## src/rtl/column_scanner.sv

```systemverilog
// Column scanner driving a 74HC595 chain: one select word per column,
// shifted MSB first, latched with STCP, with /OE gating after startup.
module column_scanner #(
  parameter int NUM_COLUMNS       = 8,
  parameter int STEP_BITS         = 8,
  parameter int EXTRA_BITS        = 1,
  parameter int CLK_DIV           = 1,
  parameter int BLANK_CYCLES      = 0,
  parameter int ENABLE_DELAY      = 2,
  parameter int SELECT_ACTIVE_LOW = 1,
  localparam int CW = $clog2(NUM_COLUMNS + 1),
  localparam int EW = (EXTRA_BITS > 0) ? EXTRA_BITS : 1
) (
  input  logic          clk,
  input  logic          rst_n,
  input  logic          cmd_valid,
  input  logic [1:0]    cmd_op,
  input  logic [CW-1:0] cmd_index,
  input  logic [EW-1:0] extra_bits,
  input  logic          output_enable,
  output logic          ready,
  output logic [CW-1:0] cur_column,
  output logic          ser_clk,
  output logic          ser_data,
  output logic          ser_stcp,
  output logic          ser_n_enable
);

  localparam int TMAX = (CLK_DIV > BLANK_CYCLES) ? CLK_DIV : BLANK_CYCLES;
  localparam int TW = $clog2(TMAX + 1);
  localparam int BW = (STEP_BITS > 1) ? $clog2(STEP_BITS) : 1;
  localparam int NW = (ENABLE_DELAY > 0) ? $clog2(ENABLE_DELAY + 1) : 1;
  localparam logic [EW-1:0] EXM = (EXTRA_BITS > 0) ? {EW{1'b1}} : '0;

  localparam logic [1:0] OP_NEXT  = 2'b00;
  localparam logic [1:0] OP_FIRST = 2'b01;
  localparam logic [1:0] OP_GOTO  = 2'b10;
  // OP_CLR doubles as the startup clear frame; NOP never reaches op_q
  localparam logic [1:0] OP_CLR   = 2'b11;

  typedef enum logic [2:0] {
    S_INIT, S_IDLE, S_LOAD, S_LO, S_HI, S_LATCH, S_BLANK
  } state_e;

  state_e         state_q, state_d;
  logic [1:0]     op_q, op_d;
  logic [CW-1:0]  idx_q, idx_d;
  logic [EW-1:0]  ext_q, ext_d;
  logic [CW-1:0]  col_q, col_d;
  logic [STEP_BITS-1:0] sh_q, sh_d;
  logic [BW-1:0]  bit_q, bit_d;
  logic [TW-1:0]  tmr_q, tmr_d;
  logic [CW-1:0]  cur_q, cur_d;
  logic [NW-1:0]  cnt_q, cnt_d;
  logic           arm_q, arm_d;
  logic           nen_q, nen_d;

  logic           tmr_end, last_word, act_w, act_nx;
  logic [CW-1:0]  col_nx;
  logic [EW-1:0]  ex_w;

  function automatic logic [STEP_BITS-1:0] word_f(
    input logic act, input logic [EW-1:0] ex);
    logic sel;
    sel = (SELECT_ACTIVE_LOW != 0) ? ~act : act;
    return (STEP_BITS'(ex & EXM) << 1) | STEP_BITS'(sel);
  endfunction

  always_ff @(posedge clk or negedge rst_n) begin
    if (!rst_n) begin
      state_q <= S_INIT;
      op_q    <= OP_CLR;
      idx_q   <= '0;
      ext_q   <= '0;
      col_q   <= '0;
      sh_q    <= '0;
      bit_q   <= '0;
      tmr_q   <= '0;
      cur_q   <= CW'(NUM_COLUMNS);
      cnt_q   <= '0;
      arm_q   <= 1'b0;
      nen_q   <= 1'b1;
    end else begin
      state_q <= state_d;
      op_q    <= op_d;
      idx_q   <= idx_d;
      ext_q   <= ext_d;
      col_q   <= col_d;
      sh_q    <= sh_d;
      bit_q   <= bit_d;
      tmr_q   <= tmr_d;
      cur_q   <= cur_d;
      cnt_q   <= cnt_d;
      arm_q   <= arm_d;
      nen_q   <= nen_d;
    end
  end

  always_comb begin
    state_d = state_q;
    op_d    = op_q;
    idx_d   = idx_q;
    ext_d   = ext_q;
    col_d   = col_q;
    sh_d    = sh_q;
    bit_d   = bit_q;
    tmr_d   = tmr_q;
    cur_d   = cur_q;
    cnt_d   = cnt_q;
    arm_d   = arm_q;
    tmr_end   = (tmr_q == TW'(CLK_DIV - 1));
    last_word = !op_q[1] || (col_q == '0);
    col_nx    = col_q - 1'b1;
    ex_w      = (op_q == OP_CLR) ? '0 : ext_q;
    act_w     = (op_q == OP_FIRST) ||
                (op_q == OP_GOTO && col_q == idx_q);
    act_nx    = (op_q == OP_GOTO && col_nx == idx_q);
    unique case (state_q)
      S_INIT: begin
        op_d    = OP_CLR;
        col_d   = CW'(NUM_COLUMNS - 1);
        sh_d    = word_f(1'b0, '0);
        bit_d   = '0;
        tmr_d   = '0;
        state_d = S_LO;
      end
      S_IDLE: begin
        if (cmd_valid && cmd_op != OP_CLR) begin
          op_d    = cmd_op;
          idx_d   = cmd_index;
          ext_d   = extra_bits;
          col_d   = cmd_op[1] ? CW'(NUM_COLUMNS - 1) : '0;
          state_d = S_LOAD;
        end
      end
      S_LOAD: begin
        sh_d    = word_f(act_w, ex_w);
        bit_d   = '0;
        tmr_d   = '0;
        state_d = S_LO;
      end
      S_LO: begin
        if (tmr_end) begin
          tmr_d   = '0;
          state_d = S_HI;
        end else begin
          tmr_d = tmr_q + 1'b1;
        end
      end
      S_HI: begin
        if (!tmr_end) begin
          tmr_d = tmr_q + 1'b1;
        end else begin
          tmr_d = '0;
          if (bit_q != BW'(STEP_BITS - 1)) begin
            sh_d    = sh_q << 1;
            bit_d   = bit_q + 1'b1;
            state_d = S_LO;
          end else if (!last_word) begin
            col_d   = col_nx;
            sh_d    = word_f(act_nx, ex_w);
            bit_d   = '0;
            state_d = S_LO;
          end else begin
            state_d = S_LATCH;
          end
        end
      end
      S_LATCH: begin
        if (!tmr_end) begin
          tmr_d = tmr_q + 1'b1;
        end else begin
          tmr_d   = '0;
          state_d = (BLANK_CYCLES > 0) ? S_BLANK : S_IDLE;
          unique case (op_q)
            OP_NEXT:
              if (cur_q != CW'(NUM_COLUMNS)) cur_d = cur_q + 1'b1;
            OP_FIRST: cur_d = '0;
            OP_GOTO:
              cur_d = (idx_q < CW'(NUM_COLUMNS)) ? idx_q
                                                 : CW'(NUM_COLUMNS);
            default: cur_d = CW'(NUM_COLUMNS);
          endcase
          // startup frames count up first; the next one arms /OE
          if (op_q == OP_FIRST || op_q == OP_GOTO) begin
            if (cnt_q == NW'(ENABLE_DELAY)) arm_d = 1'b1;
            else cnt_d = cnt_q + 1'b1;
          end
        end
      end
      S_BLANK: begin
        if (tmr_q == TW'(BLANK_CYCLES - 1)) begin
          tmr_d   = '0;
          state_d = S_IDLE;
        end else begin
          tmr_d = tmr_q + 1'b1;
        end
      end
      default: state_d = S_INIT;
    endcase
    nen_d = !(arm_d && output_enable &&
              !(state_d inside {S_INIT, S_LATCH, S_BLANK}));
  end

  always_comb begin
    ready        = (state_q == S_IDLE);
    ser_clk      = (state_q == S_HI);
    ser_stcp     = (state_q == S_LATCH);
    ser_data     = (state_q == S_LO || state_q == S_HI) &&
                   sh_q[STEP_BITS-1];
    cur_column   = cur_q;
    ser_n_enable = nen_q;
  end

endmodule
```

## config.mk

```make
export PLATFORM = sky130hd
export DESIGN_NAME = column_scanner
export DESIGN_NICKNAME = d
export VERILOG_FILES = /design/src/rtl/column_scanner.sv
export SDC_FILE = /design/constraint.sdc
export NUM_CORES = 1
export LEC_CHECK = 0
export ABC_AREA = 1
export BUFFER_PORTS_ARGS = -buffer_cell sky130_fd_sc_hd__buf_2
export CAP_MARGIN = 20
export CELL_PAD_IN_SITES_DETAIL_PLACEMENT = 1
export CELL_PAD_IN_SITES_GLOBAL_PLACEMENT = 2
export CORE_AREA = 2 2 82 84
export CTS_CLUSTER_SIZE = 25
export DETAILED_ROUTE_END_ITERATION = 10
export DIE_AREA = 0 0 84 86
export PLACE_DENSITY_LB_ADDON = 0.1
export SKIP_LAST_GASP = 1
export SLEW_MARGIN = 15
export SYNTH_ARGS = -nofsm -noshare
export SYNTH_HDL_FRONTEND = slang
export SYNTH_SLANG_ARGS = --single-unit
```

## constraint.sdc

```tcl
create_clock -name clk -period 2 [get_ports clk]
set_clock_uncertainty 0.15 [all_clocks]
set_input_delay 0.2 -clock clk [delete_from_list [all_inputs] [get_ports clk]]
set_output_delay 0.2 -clock clk [all_outputs]
set_load 0.01 [all_outputs]
```

==> results of run 1 <==
[routing by layer]
layer / part of all wire / up-vias
met4: 0.012 / 0
met1: 0.53 / 826
li1: - / 930
met3: 0.022 / 6
met2: 0.44 / 22
met5: 0 / -
[registers in the layout, indices dropped and copies added (netlist names), 2 cells and up]
register and count:
bit_q 3, cnt_q 2, cur_column 4, sh_q 8, col_q 4, state_q 3
idx_q 4, op_q 2
[tightest hold or removal path, cell delays in order]
cell	delay (ns)
buf_2	0.09
o21ai_0	0.08
o21ai_0	0.07
[synthesized netlist by cell type, drive strengths merged]
library cell / n
o22ai: 3
a21boi: 1
a21oi: 12
a31oi: 1
or2: 1
nor2: 30
dfrtp: 30
xnor2: 1
nand2: 64
buf: 6
o21a: 1
nor3: 1
dfstp: 4
xor2: 4
ha: 12
inv: 48
o21ai: 24
nand3: 27
nand4: 4
clkinv: 1
[metrics by stage]
step	total power [mW]	worst slack, ns	hold WS, ns
2_1_floorplan	2.70	0.301	-0.246
3_3_place_gp	3.11	0.198	0.123
3_5_place_dp	3.13	0.178	0.130
4_1_cts	3.72	0.0942	0.0397
5_1_grt	4.07	0.00986	0.0536
6_report	3.63	0.137	0.0427
[cell families (layout without fill, tap and decap cells)]
kind of cell,count (synthesis),after routing,share of synthesized area
flops,34,34,0.398
compound gates,42,42,0.108
buf+inv,55,86,0.118
simple gates,127,127,0.286
fa+ha+maj,12,12,0.0698
xor+xnor,5,5,0.0204
[power groups by stage]
stage	logic [mW]	clock network (mW)	registers, mW
detailed placement	1.83	0	1.30
global route	2.15	0.595	1.33
CTS	1.85	0.573	1.29
finish	1.80	0.542	1.29
floorplan	1.54	0	1.16
global placement	1.81	0	1.30
[worst paths after layout]
check | slack (ns) | from | end
hold reg to reg | 0.30 | arm_q | arm_q
hold / removal | 0.04 | cmd_op[0] | op_q[0]
setup reg to reg | 0.19 | op_q[1] | cnt_q[1]
setup / recovery | 0.14 | state_q[2] | ser_data
min in group asynchronous | 0.34 | rst_n | idx_q[0]
max in group asynchronous | 1.01 | rst_n | op_q[0]
[area by class of cell]
| type | instances | area share |
|---|---|---|
| clock inverter | 1 | 0.00204 |
| tap | 77 | 0.0392 |
| clock buffer | 7 | 0.0351 |
| timing repair buffer | 29 | 0.0754 |
| sequential | 34 | 0.349 |
| multi-input combinational | 186 | 0.424 |
| inverter | 49 | 0.0759 |
[timing repair]
| action | 4_1_cts | 5_1_grt |
|---|---|---|
| hold buffers | 6 | 0 |
| endpoints found under the hold margin | 35 | 0 |
| gates resized for setup | 0 | 1 |
| setup endpoints to repair | 0 | 1 |
==> impl_metrics.tcl, run 1 <==
set metrics [dict create \
    core-area_um2 6280 \
    crit_path_end_kind "primary output" \
    cp_cell_sequence "inv_1 -> nand3_1 -> a21oi_1 -> buf_2" \
    drt-pass1-iter-count 4 \
    start_kind "register" \
    p_clk_frac 0.149 \
    switching_share 0.472 \
    final-setup-viol-count 0 \
    cts-root-buf "clkbuf_8" \
    rsz0062_at_grt "false" \
    fmax_mhz 537 \
    final_layout_size_suffix_gt1_frac 0.173 \
    start_util 0.343 \
    post-dp-hpwl_mm 4.06 \
    combPwrFrac 0.496 \
    grt_use_met2 0.256 \
    slew_headroom 0.641 \
    drv_cap 0 \
    fin_crit_ns 1.86 \
    yosysWarnings 0 \
    finalHoldViolCount 0 \
    mostFrequentLayoutCells "nand2_1, inv_1, dfrtp_1, nand3_1, nor2_1" \
    syn_area_per_cell_um2 7.82 \
    diodes 0 \
    yosysSeqAreaShare 0.398 \
    setup_tns_ns 0 \
    arrival_ns 1.51 \
    fin_cells 383 \
    p_seq_frac 0.355 \
    syn-num-nets 298 \
    clockBufferDepth 2 \
    portBuffers 19 \
    dp_cells 369 \
    wl_per_cell_um 13.8 \
    holdPathStages 3 \
    power.internal_mw 1.92 \
    r2r_cells 6 \
    slowest_stage "dfrtp_1" \
    synth_area_leaders "dfrtp_1, nand2_1, inv_1" \
    final_common_cell "nand2_1" \
    antenna_found_initial 0 \
    grt_use_met1 0.231 \
    max_stage_delay_ns 0.57 \
    layout.nets 328 \
    syn-cell-area_um2 2150 \
    placed_area_um2 2300 \
    hold_path_class "primary input to register" \
    synth_cell_types 32 \
    htreeDepth 2 \
    multi_input_area_um2 1040 \
    grt_pass1_wl_mm 9.29 \
    die_area_um2 7220 \
    cts.reportedPaths.clkPinSlew_ns 0.08 \
    path_delay_family "flip-flops" \
    path_class "register to primary output" \
    leakagePower_nw 1.24 \
    maxSlewViolCount 0 \
    vias 1784 \
    rows 29 \
    post-route-util 0.391 \
    die_h_um 86 \
    cp_num_cells 4 \
    yosysTopAreaCellShare 0.349 \
    use_met3 0.0318 \
    gr-total-overflow 0 \
    grt.total_usage 0.163 \
    synthCells 275 \
    ir_worst_vdd_uv 576 \
    final.period_utilization 0.932 \
    regArea_um2 857 \
    final_area_um2 2460 \
    cp_max_fo 8 \
    grt_pass1_vias 1882 \
    netSwitchingPower_mw 1.72 \
    grt_max_degree 35 \
    nFillCells 780 \
    drt-total-wl_mm 5.28 \
    crit_buf_inv 2 \
    post_cts_buffers 0 \
    drcViolationCount 0 \
    antenna_left 0 \
    ios 20 \
    synth-seq-cells 34 \
    outcome "finished, final reports clean" \
    vias_per_cell 4.66 \
    p_per_area_nw_per_um2 1480 \
    busiest_layer "met2" \
    cts_sinks 34 \
    syn_to_final_growth_pct 14.3 \
    cts_made_buffers 5 \
    cp.required_ns 1.65 \
    post-synth-top-area-cell "dfrtp_1" \
    first_iter_violations 74 \
    cts_tree "yes" \
    clk-insertion-delay-late_ns 0.29 \
    die_w_um 84 \
    worst_slew_pin_slew_ns 0.539 \
    gp_congestion 0.810 \
]
Note: power is estimated with default switching activity, not from simulation.
==> inputs of run 2 (changes only) <==
==> constraint.sdc (replaced) <==
create_clock -name clk -period 2 [get_ports clk]
set_clock_uncertainty 0.15 [all_clocks]
set_input_delay 0.2 -clock clk [delete_from_list [all_inputs] [get_ports clk]]
set_output_delay 0.2 -clock clk [all_outputs]
set_load 0.005 [all_outputs]
==> run 2 against run 1 <==
Net effect: final cell count unchanged; clock-buffer cell count unchanged; worst setup slack got worse by 0.0064 ns; sequential power about the same.
==> impl_metrics.tcl, run 2 (synthesis results as in run 1) <==
set metrics [dict create \
    power.internal_mw 1.91 \
    placed_area_um2 2300 \
    vias_per_cell 4.66 \
    post_cts_buffers 0 \
    worst_slew_pin_slew_ns 0.539 \
    netSwitchingPower_mw 1.69 \
    drt-total-wl_mm 5.28 \
    gr-total-overflow 0 \
    ir_worst_vdd_uv 566 \
    slowest_stage "dfrtp_1" \
    cts_sinks 34 \
    cts_tree "yes" \
    final_layout_size_suffix_gt1_frac 0.170 \
    highest_layer "met4" \
    clk-insertion-delay-late_ns 0.29 \
    largest_register_ffs 8 \
    layout.nets 328 \
    power_mw 3.60 \
    outcome "finished, final reports clean" \
    maxSlewViolCount 0 \
    die_w_um 84 \
    drcViolationCount 0 \
    top_register "sh_q" \
    wl_per_cell_um 13.8 \
    grt_max_degree 35 \
    setup_tns_ns 0 \
    syn_to_final_growth_pct 14.2 \
    antenna_found_initial 0 \
    portBuffers 19 \
    clockBufferDepth 2 \
    grt.total_usage 0.163 \
    mostFrequentLayoutCells "nand2_1, inv_1, dfrtp_1, nand3_1, nor2_1" \
    wl_met1_mm 2.78 \
    max_stage_delay_ns 0.67 \
    die_h_um 86 \
    fin_crit_ns 1.87 \
    finalHoldViolCount 0 \
    htreeDepth 2 \
    nFillCells 781 \
    start_kind "register" \
    post-route-util 0.391 \
    cp_max_fo 9 \
    final_area_um2 2460 \
    vias 1784 \
    drt-pass1-iter-count 4 \
    core-area_um2 6280 \
    cts-root-buf "clkbuf_8" \
    rsz0062_at_grt "false" \
    final_common_cell "nand2_1" \
    hold_path_class "primary input to register" \
    ios 20 \
    leakagePower_nw 1.24 \
    regArea_um2 856 \
    crit_path_end_kind "primary output" \
    path_class "register to primary output" \
    met3_length_um 115 \
    multi_input_area_um2 1040 \
    drv_cap 0 \
    grt_pass1_wl_mm 9.29 \
    switching_share 0.469 \
    fmax_mhz 535 \
    cp_cell_sequence "nand3_1 -> a21oi_1 -> buf_2" \
    p_per_area_nw_per_um2 1470 \
    final-setup-viol-count 0 \
    antenna_left 0 \
    diodes 0 \
    slew_headroom 0.641 \
    cts.reportedPaths.clkPinSlew_ns 0.08 \
    gp_congestion 0.810 \
    p_seq_frac 0.357 \
    grt_pass1_vias 1882 \
    final.period_utilization 0.935 \
    met2_length_mm 2.32 \
    p_clk_frac 0.150 \
    first_iter_violations 74 \
    cp.required_ns 1.65 \
    die_area_um2 7220 \
    start_util 0.343 \
    rows 29 \
    arrival_ns 1.52 \
    post-dp-hpwl_mm 4.06 \
    combPwrFrac 0.493 \
    cts_made_buffers 5 \
]
==> run 2: cell counts in the layout (fill, tap and decap cells not counted) <==
Identical to the previous run, type by type.
==> run 2: layout make-up <==
cell class                 instances  share of cell area
clock buffer                       7              0.0352
tap                               77              0.0392
timing repair buffer              29              0.0754
inverter                          49              0.0759
clock inverter                     1             0.00204
sequential                        34               0.348
multi-input combinational        186               0.424
==> run 2: per-stage QoR <==
step / cells / hold WS (ns) / worst slack (ns)
2_1_floorplan: 275 / -0.246 / 0.301
3_3_place_gp: 369 / 0.123 / 0.198
4_1_cts: 383 / 0.0397 / 0.112
5_1_grt: 383 / 0.0536 / 0.000804
6_report: 383 / 0.0427 / 0.130
3_5_place_dp: 369 / 0.130 / 0.178
==> run 2: layer usage <==
layer  track usage  up-vias
li1              -      930
met1         0.231      826
met3        0.0318        6
met5             0        -
met4        0.0440        0
met2         0.256       22
==> run 2: final timing paths <==
path | cells past startpoint | startpoint | endpoint | slack (ns)
max | 3 | state_q[0] | ser_data | 0.13
min | 3 | cmd_op[0] | op_q[0] | 0.04
max reg2reg | 6 | op_q[1] | cnt_q[1] | 0.19
min reg2reg | 2 | arm_q | arm_q | 0.30
max in group asynchronous | 3 | rst_n | op_q[0] | 1.01
min in group asynchronous | 3 | rst_n | idx_q[0] | 0.34
==> run 2: critical path, delay by kind of cell, from the launching register on <==
kind	cells	cell delay (ns)
DFF	1	0.67
buffers and inverters	1	0.14
AOI/OAI and AO/OA	1	0.21
and+or+nand+nor	1	0.21
==> run 2: what timing repair did <==
| item | CTS | global route |
|---|---|---|
| hold buffers | 6 | 0 |
| hold endpoints to repair | 35 | 0 |
| resized for setup | 0 | 0 |
==> run 2: power groups by stage <==
stage | Clock (mW) | Combinational [mW] | Sequential, mW
floorplan | 0 | 1.53 | 1.14
global placement | 0 | 1.79 | 1.30
detailed placement | 0 | 1.81 | 1.30
CTS | 0.573 | 1.83 | 1.29
global route | 0.595 | 2.12 | 1.33
finish | 0.542 | 1.78 | 1.29
==> inputs of run 3 (changes only) <==
==> constraint.sdc (replaced) <==
create_clock -name clk -period 2 [get_ports clk]
set_clock_uncertainty 0.15 [all_clocks]
set_input_delay 0.4 -clock clk [delete_from_list [all_inputs] [get_ports clk]]
set_output_delay 0.4 -clock clk [all_outputs]
set_load 0.005 [all_outputs]
==> run 3 against run 2 <==
Net effect: the run now ends with hold timing left; wire length is 0.53% lower; first-iteration DRC count down 2.7%; register-to-register slack barely moved; clock power about the same; sequential cell count stayed put; final cell count down 0.52%; largest cell class unchanged.
==> impl_metrics.tcl, run 3 (synthesis results as in run 1) <==
set metrics [dict create \
    fin_cells 381 \
    ios 20 \
    start_util 0.343 \
    rsz0062_at_grt "false" \
    setup_tns_ns 0 \
    fin_crit_ns 1.92 \
    final_layout_size_suffix_gt1_frac 0.194 \
    cts-root-buf "clkbuf_8" \
    dp_cells 369 \
    final.period_utilization 0.960 \
    antenna_found_initial 0 \
    r2r_cells 6 \
    grt.total_usage 0.162 \
    whs_ns -0.00220 \
    nFillCells 785 \
    critPathCapture "ser_data" \
    final_common_cell "nand2_1" \
    gp_congestion 0.810 \
    ctsHoldBuffers 0 \
    cts_sinks 34 \
    portBuffers 19 \
    reg2reg_slack_ns 0.19 \
    antenna_left 0 \
    drt-pass1-iter-count 4 \
    fmax_mhz 521 \
    crit_path_end_kind "primary output" \
    start_kind "register" \
    vias 1779 \
    grt_pass1_wl_mm 9.22 \
    die_area_um2 7220 \
    slew_headroom 0.694 \
    syn_to_final_growth_pct 13.0 \
    maxSlewViolCount 0 \
    core-area_um2 6280 \
    p_per_area_nw_per_um2 1510 \
    mostFrequentLayoutCells "nand2_1, inv_1, dfrtp_1, nand3_1, nor2_1" \
    slowest_stage "dfrtp_2" \
    post-dp-hpwl_mm 4.06 \
    worst_slew_pin_slew_ns 0.459 \
    critPathLaunch "state_q[0]" \
    clk-insertion-delay-late_ns 0.29 \
    die_w_um 84 \
    max_stage_delay_ns 0.51 \
    outcome "finished with violations" \
    finalHoldViolCount 5 \
    top_register "sh_q" \
    r2r-end "cnt_q[1]" \
    rr_startpoint "op_q[1]" \
    leakagePower_nw 1.23 \
    diodes 0 \
    failed_checks "hold timing" \
    final-setup-viol-count 0 \
    grt_max_degree 35 \
    rows 29 \
    cts.reportedPaths.clkPinSlew_ns 0.08 \
    hold_path_class "primary input to async pin" \
    cts_made_buffers 5 \
    largest_register_ffs 8 \
    layout.nets 326 \
    drv_cap 0 \
    htreeDepth 2 \
    cp.required_ns 1.45 \
    cts_tree "yes" \
    grt_pass1_vias 1861 \
    ir_worst_vdd_uv 590 \
    cp_cell_sequence "nor2_8 -> nand2_8 -> a21oi_1 -> buf_2" \
    vias_per_cell 4.67 \
    first_iter_violations 72 \
    drt-total-wl_mm 5.25 \
    path_class "register to primary output" \
    drcViolationCount 0 \
    arrival_ns 1.37 \
    cp_max_fo 8 \
    power_mw 3.66 \
    clockBufferDepth 2 \
    gr-total-overflow 0 \
    wl_per_cell_um 13.8 \
    die_h_um 86 \
]
## run 3: cell count changes in the layout (fill, tap and decap cells not counted)
cell,delta
dlygate4sd3_1,-6
buf_4,+4
dfrtp_1,-3
dfrtp_2,+3
## run 3: critical path, delay by kind of cell, from the launching register on
family	cells	cell delay (ns)
flops	1	0.51
simple gates	2	0.27
compound gates	1	0.15
buf+inv	1	0.14
## run 3: final cells by class
cell class,instances,area [µm²],area share
Inverter,49,186,0.0767
Clock inverter,1,5.00,0.00206
Tap cell,77,96.3,0.0396
Timing Repair Buffer,27,155,0.0639
Sequential cell,34,860,0.354
Multi-Input combinational cell,186,1040,0.428
Clock buffer,7,86.3,0.0355
## run 3: worst min-delay path by stage
stage                           to  slack [ns]  start
after floorplan              arm_q       -0.05  rst_n
after global placement       arm_q        0.28  arm_q
after detailed placement     arm_q        0.29  arm_q
after CTS                 idx_q[0]        0.01  rst_n
after global routing      idx_q[0]        0.02  rst_n
final                        ext_q      -0.002  rst_n
## run 3: what timing repair did
item	CTS	global route
endpoints found under the setup margin	1	1
resized for setup	3	0
setup buffers	0	4
pin swaps	0	1
## run 3: report_power, final
part           internal [mW]  switching (mW)  total [mW]
sequential             0.976           0.297        1.27
combinational          0.704            1.14        1.84
clock                  0.278           0.263       0.541
total                   1.96            1.70        3.66
## run 3: stage by stage
stage	hold WS, ns	setup slack [ns]	utilization	area, µm²
floorplan	-0.0456	0.301	-	2150
global placement	0.283	0.198	0.367	2300
detailed placement	0.288	0.178	0.367	2300
CTS	0.0143	0.0400	0.382	2400
global route	0.0222	0.00283	0.387	2430
finish	-0.00220	0.0803	0.387	2430
## run 3: metal layers
metal | global-route usage | part of all wire
met1 | 0.229 | 0.52
met2 | 0.254 | 0.45
met3 | 0.0318 | 0.021
met4 | 0.0440 | 0.012
met5 | 0 | 0
